<file path="config.mk">
export PLATFORM = sky130hd
export DESIGN_NAME = ptcalc_term_accum
export DESIGN_NICKNAME = d
export VERILOG_FILES = /design/src/rtl/ptcalc_term_accum.sv
export SDC_FILE = /design/constraint.sdc
export NUM_CORES = 1
export LEC_CHECK = 0
export ABC_CLOCK_PERIOD_IN_PS = 4200
export CAP_MARGIN = 40
export CORE_UTILIZATION = 40
export DETAILED_ROUTE_END_ITERATION = 16
export GPL_ROUTABILITY_DRIVEN = 0
export MAX_ROUTING_LAYER = met4
export SLEW_MARGIN = 20
export SYNTH_ARGS = -nofsm -noshare
export SYNTH_HDL_FRONTEND = slang
export SYNTH_SLANG_ARGS = --single-unit
</file>
<file path="constraint.sdc">
create_clock -name ap_clk -period 4.2 [get_ports ap_clk]
set_input_delay 0.84 -clock ap_clk [delete_from_list [all_inputs] [get_ports ap_clk]]
set_output_delay 0.84 -clock ap_clk [all_outputs]
set_load 0.1 [all_outputs]
</file>
<file path="src/rtl/ptcalc_term_accum.sv">
// Signed fit-term accumulator for the ptcalc datapath: sums a group of products,
// then rounds half-up, shifts and saturates into an unsigned pT word on a valid/ready register.
module ptcalc_term_accum #(
  parameter int PROD_W    = 31,
  parameter int MAX_TERMS = 8,
  parameter int ACC_W     = 35,
  parameter int SHIFT     = 12,
  parameter int OUT_W     = 16
) (
  input  logic              ap_clk,
  input  logic              ap_rst,
  input  logic [PROD_W-1:0] prod_in,
  input  logic              prod_valid,
  input  logic              prod_last,
  output logic              prod_ready,
  output logic [OUT_W-1:0]  pt_out,
  output logic              pt_ovf,
  output logic              pt_err,
  output logic              pt_valid,
  input  logic              pt_ready
);

  localparam int CNT_W = (MAX_TERMS > 1) ? $clog2(MAX_TERMS) : 1;
  localparam logic [CNT_W-1:0] CNT_MAX = CNT_W'(MAX_TERMS - 1);
  localparam logic signed [ACC_W:0] RND = (ACC_W+1)'(1) << (SHIFT - 1);

  logic signed [ACC_W-1:0] r_acc, w_acc_d;
  logic [CNT_W-1:0]        r_cnt, w_cnt_d;
  logic [OUT_W-1:0]        r_pt, w_pt_d;
  logic                    r_ovf, w_ovf_d;
  logic                    r_err, w_err_d;
  logic                    r_valid, w_valid_d;

  logic                    w_accept, w_at_max, w_close, w_force;
  logic signed [ACC_W-1:0] w_prod_ext, w_acc_next;
  logic signed [ACC_W:0]   w_sum, w_r;
  logic [OUT_W-1:0]        w_pt_sat;
  logic                    w_ovf_sat;

  assign prod_ready = !r_valid || pt_ready;
  assign w_accept   = prod_valid && prod_ready;
  assign w_at_max   = (r_cnt == CNT_MAX);
  assign w_close    = w_accept && (prod_last || w_at_max);
  assign w_force    = w_accept && !prod_last && w_at_max;

  assign w_prod_ext = {{(ACC_W-PROD_W){prod_in[PROD_W-1]}}, prod_in};
  assign w_acc_next = (r_cnt == '0) ? w_prod_ext : r_acc + w_prod_ext;

  // One guard bit above the accumulator so the rounding add can never wrap.
  assign w_sum = {w_acc_next[ACC_W-1], w_acc_next} + RND;
  assign w_r   = w_sum >>> SHIFT;

  always_comb begin
    w_pt_sat  = w_r[OUT_W-1:0];
    w_ovf_sat = 1'b0;
    if (w_r[ACC_W]) begin
      w_pt_sat  = '0;
      w_ovf_sat = 1'b1;
    end else if (|w_r[ACC_W-1:OUT_W]) begin
      w_pt_sat  = '1;
      w_ovf_sat = 1'b1;
    end
  end

  // Group state is carried by the term counter: cnt==0 is IDLE, otherwise ACCUM.
  always_comb begin
    w_acc_d   = r_acc;
    w_cnt_d   = r_cnt;
    w_pt_d    = r_pt;
    w_ovf_d   = r_ovf;
    w_err_d   = r_err;
    w_valid_d = r_valid;
    if (w_accept) begin
      if (w_close) begin
        w_acc_d = '0;
        w_cnt_d = '0;
      end else begin
        w_acc_d = w_acc_next;
        w_cnt_d = r_cnt + 1'b1;
      end
    end
    if (w_close) begin
      w_pt_d    = w_pt_sat;
      w_ovf_d   = w_ovf_sat;
      w_err_d   = w_force;
      w_valid_d = 1'b1;
    end else if (r_valid && pt_ready) begin
      w_valid_d = 1'b0;
    end
  end

  always_ff @(posedge ap_clk) begin
    if (ap_rst) begin
      r_acc   <= '0;
      r_cnt   <= '0;
      r_pt    <= '0;
      r_ovf   <= 1'b0;
      r_err   <= 1'b0;
      r_valid <= 1'b0;
    end else begin
      r_acc   <= w_acc_d;
      r_cnt   <= w_cnt_d;
      r_pt    <= w_pt_d;
      r_ovf   <= w_ovf_d;
      r_err   <= w_err_d;
      r_valid <= w_valid_d;
    end
  end

  assign pt_out   = r_pt;
  assign pt_ovf   = r_ovf;
  assign pt_err   = r_err;
  assign pt_valid = r_valid;

endmodule

</file>
# Word level (Yosys, flattened, before mapping)
# Index checks and enable logic that the tools add are counted.
# W data, S select, Z words.
[totals] regBits=57 in_bits=36 out_inout_bits=20 elab_cells=31
[op_classes] add_sub_neg=3 n_eq_ne=1 n_mux=9 n_reduce_logical=12
[op_table] cell="$mux W35" count=2
[op_table] cell="$add A35 B13 Y36 const B" count=1
[op_table] cell="$add A35 B31 Y35" count=1
[op_table] cell="$mux W16" count=2
[op_table] cell="$reduce_or A8 Y1" count=1
[op_table] cell="$logic_and A1 B1 Y1" count=5
[op_table] cell="$mux W1" count=4
[op_table] cell="$add A3 B1 Y3 const B" count=1
[op_table] cell="$eq A3 B3 Y1 const B" count=1
[op_table] cell="$logic_not A3 Y1" count=1
[op_table] cell="$mux W3" count=1
[op_table] cell="$logic_not A1 Y1" count=2
[op_table] cell="$logic_or A1 B1 Y1" count=2
[op_table] cell="$reduce_bool A2 Y1" count=1

# Logic depth before layout (Yosys ltp)
# Gate-level depths: netlist of run 1.
[logic_depth] depth_word=6 ltp_mapped=17 depth_no_buf=16

# Worst setup path before layout of run 1
# OpenSTA, ideal clock, no wires.
[synth_path] path_type="input to register" from="input prod_in[0]" to="register r_pt[10], in the netlist pt_out[10]" t_arrival_ps=4376 required_ps=4138 setup_slack_ps=-239 cell_stages=16 n_path_buf=1 path_cell_list="ha_1 > inv_1 > fa_1 > and2b_1 > o2111ai_2 > a2111oi_2 > nor3_1 > xnor2_1 > a41oi_2 > a2111oi_1 > mux2_1 > and4_1 > o22a_2 > a21oi_4 > buf_6 > a221o_1"
[synth_between] elab_chain_len=6
[synth_rtl] element="start: declaration" line="12" rtl="input logic [PROD_W-1:0] prod_in,"
[synth_rtl] element="$add A35 B31 Y35" line="47" rtl="assign w_acc_next = (r_cnt == '0) ? w_prod_ext : r_acc + w_prod_ext;"
[synth_rtl] element="$mux W35 (*)" line="47"
[synth_rtl] element="$add A35 B13 Y36 (*)" line="50" rtl="assign w_sum = {w_acc_next[ACC_W-1], w_acc_next} + RND;"
[synth_rtl] element="$reduce_or A8 Y1" line="59" rtl="end else if (|w_r[ACC_W-1:OUT_W]) begin"
[synth_rtl] element="$mux W16" line="59"
[synth_rtl] element="$mux W16 (*)" line="56" rtl="if (w_r[ACC_W]) begin"
[synth_rtl] element="end signal: assignment" line="103" rtl="r_pt <= w_pt_d;"
[synth_rtl] element="end: declaration" line="29" rtl="logic [OUT_W-1:0] r_pt, w_pt_d;"
# Every way passes the cells marked *; elsewhere a longest branch is shown, timed or not.
# A chain may end at the register's enable or synchronous reset.

# Worst setup path after layout of run 1
[layout_path] from="input prod_in[13]" to="register r_pt[11], in the netlist pt_out[11]"
# Same word-level chain as after synthesis.

==> impl_metrics.tcl, run 1 <==
set metrics [dict create \
    outcome "finished, violations left" \
    violations "setup timing" \
    drtIter0Drc 563 \
    power_w 0.00237 \
    wl_per_cell_um 18.8 \
    ys_ff_latch 57 \
    pwr-share-comb 0.422 \
    numCtsBuffers 9 \
    maxSlewHeadroom 0.528 \
    synthTopCellsByArea "dfxtp_1 (21%), ha_1 (8.9%), nor2_1 (6.2%)" \
    multi_input_area_sq_mm 0.00461 \
    rows 41 \
    cp.required_ns 4.49 \
    diodes 0 \
    die-area_sq_mm 0.0138 \
    place_hpwl_um 15000 \
    tightest_slew_ns 0.700 \
    clockRootBuffer "clkbuf_16" \
    antenna_found_initial 0 \
    drc_errors 0 \
    power_density_mw_per_mm2 267 \
    synthFlopType "dfxtp_1" \
    fin_tns_setup_ns -3.82 \
    totalWireLength_um 21300 \
    grt_start_max_net_pins 46 \
    htree_levels 3 \
    post-route-min-period_ns 4.46 \
    ant_nets 0 \
    avgSynthCellArea_sq_um 7.69 \
    synthDistinctLibCells 82 \
    drive_gt1_frac 0.388 \
    ir_drop_mv 0.263 \
    syn_inst 695 \
    crit_path_end_kind "register" \
    startpoint_type "input port" \
    io_pins 56 \
    worstPathArrival_ns 4.75 \
    hp-class "reg -> reg" \
    die-height_um 118 \
    synth_top_area_frac 0.214 \
    finalClockSkew_ns 0.00911 \
    gr-total-overflow 0 \
    yosys_warnings 0 \
    hold_viol 0 \
    final-setup-viol-count 17 \
    switching_power_w 0.000882 \
    maxCapViolCount 0 \
    start_util 0.417 \
    die_w_um 118 \
    grt_pass1_wl_um 32900 \
    p_int_w 0.00149 \
    cp_max_fo 7 \
    timing.final.crit_share 1.06 \
    async_flop_share 0 \
    cts.clk_slew.worst_paths_ns 0.06 \
    cts_buffer_depth 2 \
    cts_tree "yes" \
    rrSetupSlack_ns -0.06 \
    reg2reg_from "r_acc[0]" \
    numPortBuffers 55 \
    vias 6590 \
    swShare 0.372 \
    whs_ns 0.506 \
    grtUsageTotal 0.306 \
    maxSlewViolCount 0 \
    synth_enable_flop_cells 0 \
    synth_commonest_cells "nor2_1 (88), nand2_1 (72), dfxtp_1 (57)" \
    drt-pass1-iter-count 7 \
    clkPwrFrac 0.325 \
    startpoint "prod_in[13]" \
    rsz0062_at_grt "yes" \
    hold_buffers 0 \
    syn_nets 770 \
    core_area_sq_mm 0.0128 \
    vias_per_cell 5.81 \
    synth_area_sq_mm 0.00534 \
    power_leakage_nw 3.80 \
    ys_seq_area_frac 0.214 \
    grt_pass1_vias 6381 \
    max_freq_mhz 224 \
    seqCellArea_sq_mm 0.00114 \
    area_growth_pct 66.1 \
    fin_nets 1032 \
    clkLatencyLatePin_ns 0.35 \
    n_fill_cell 970 \
    sequentialPowerShare 0.252 \
    crit_type "in -> reg" \
    synthMostInstantiatedCell "nor2_1" \
    setup_slack_ns -0.261 \
    clock_sinks 57 \
    yosysTopAreaCell "dfxtp_1" \
    hp-start "pt_out[9]" \
]
[power groups by stage]
stage / Sequential, W / Clock [W] / Combinational (W)
4_1_cts: 0.000596 / 0.000777 / 0.000937
6_report: 0.000598 / 0.000772 / 0.00100
3_5_place_dp: 0.000603 / 0 / 0.000882
5_1_grt: 0.000600 / 0.000800 / 0.00106
3_3_place_gp: 0.000603 / 0 / 0.000823
2_1_floorplan: 0.000693 / 0 / 0.000394
[worst max-delay path: stages]
cell and delay, ns:
dlygate4sd2_1 0.29, ha_4 0.30, buf_6 0.13, nand4_1 0.15
or2_4 0.32, a211oi_4 0.36, nor4_4 0.11, nor4b_4 0.32
a31oi_4 0.14, buf_4 0.17, a2111oi_4 0.30, mux2_1 0.35
and4_1 0.20, o22a_2 0.26, a21oi_4 0.23, clkbuf_16 0.18
a221o_1 0.11
[worst paths after layout]
check	to	cells after the start
setup / recovery	pt_out[11]	17
hold / removal	pt_out[9]	1
hold reg to reg	pt_out[9]	1
setup reg to reg	pt_out[11]	18
[routing by layer]
| metal | vias to the layer above | global-route usage | wire length, um |
|---|---|---|---|
| met5 | - | - | 0 |
| li1 | 3110 | - | - |
| met4 | 0 | 0.101 | 656 |
| met3 | 56 | 0.0644 | 1540 |
| met1 | 3150 | 0.378 | 9160 |
| met2 | 274 | 0.497 | 9980 |
[placed cells by master, fill, tap and decap left out, types with 15 or more instances in the layout]
master	Yosys	layout
a21o_1	18	17
a21oi_1	54	45
a221o_1	16	16
a22oi_1	33	33
buf_4	2	210
buf_8	0	19
clkdlybuf4s50_1	0	34
dfxtp_1	57	57
ha_1	38	15
ha_4	0	22
nand2_1	72	68
nand3_1	17	16
nor2_1	88	86
o21ai_0	36	32
xnor2_1	18	17
[cell type report]
type	instances	share of cell area
multi-input cells	580	0.520
well taps	172	0.0243
clock inverters	6	0.00761
flip-flops and latches	57	0.129
repair buffers	293	0.287
clock buffers	10	0.0258
inverters	16	0.00677
[cells by family (layout without fill, tap and decap cells)]
group	after synthesis	after routing	synth area share
adder cells (fa/ha/maj)	39	39	0.0927
flip-flops	57	57	0.214
AO/OA/AOI/OAI	245	245	0.344
multiplexers	9	9	0.0176
AND/OR/NAND/NOR	256	256	0.231
XOR/XNOR	31	31	0.0508
buffers and inverters	58	325	0.0511
[per-stage QoR]
| stage | worst slack, ns | utilization | instance area, sq um | cells |
|---|---|---|---|---|
| after floorplan | -0.0661 | - | 5400 | 695 |
| after global placement | -0.916 | 0.577 | 7400 | 1070 |
| after CTS | -0.180 | 0.664 | 8520 | 1120 |
| after detailed placement | -1.02 | 0.600 | 7700 | 1089 |
| after global routing | -0.343 | 0.692 | 8870 | 1134 |
| final | -0.261 | 0.692 | 8870 | 1134 |
[registers in the layout (all words and copies together) (netlist names)]
register,cells
r_acc,35
pt_out,16
r_cnt,3
pt_err,1
pt_ovf,1
pt_valid,1
[what timing repair did]
action | CTS | global route
setup endpoints to repair | 17 | 17
buffers inserted | 15 | 13
pin swaps | 42 | 27
gates resized for setup | 90 | 44
gates cloned | 0 | 1
No activity file was read; power rests on OpenSTA's default activity.
==> inputs of run 2 (changes only) <==
--- a/config.mk
+++ b/config.mk
@@ -8,6 +8,7 @@
 export ABC_CLOCK_PERIOD_IN_PS = 4200
 export CAP_MARGIN = 40
 export CORE_UTILIZATION = 40
+export CTS_CLUSTER_SIZE = 40
 export DETAILED_ROUTE_END_ITERATION = 16
 export GPL_ROUTABILITY_DRIVEN = 0
 export MAX_ROUTING_LAYER = met4
==> results of run 2 <==
Final layout, timing and power as in run 1 (identical DEF).
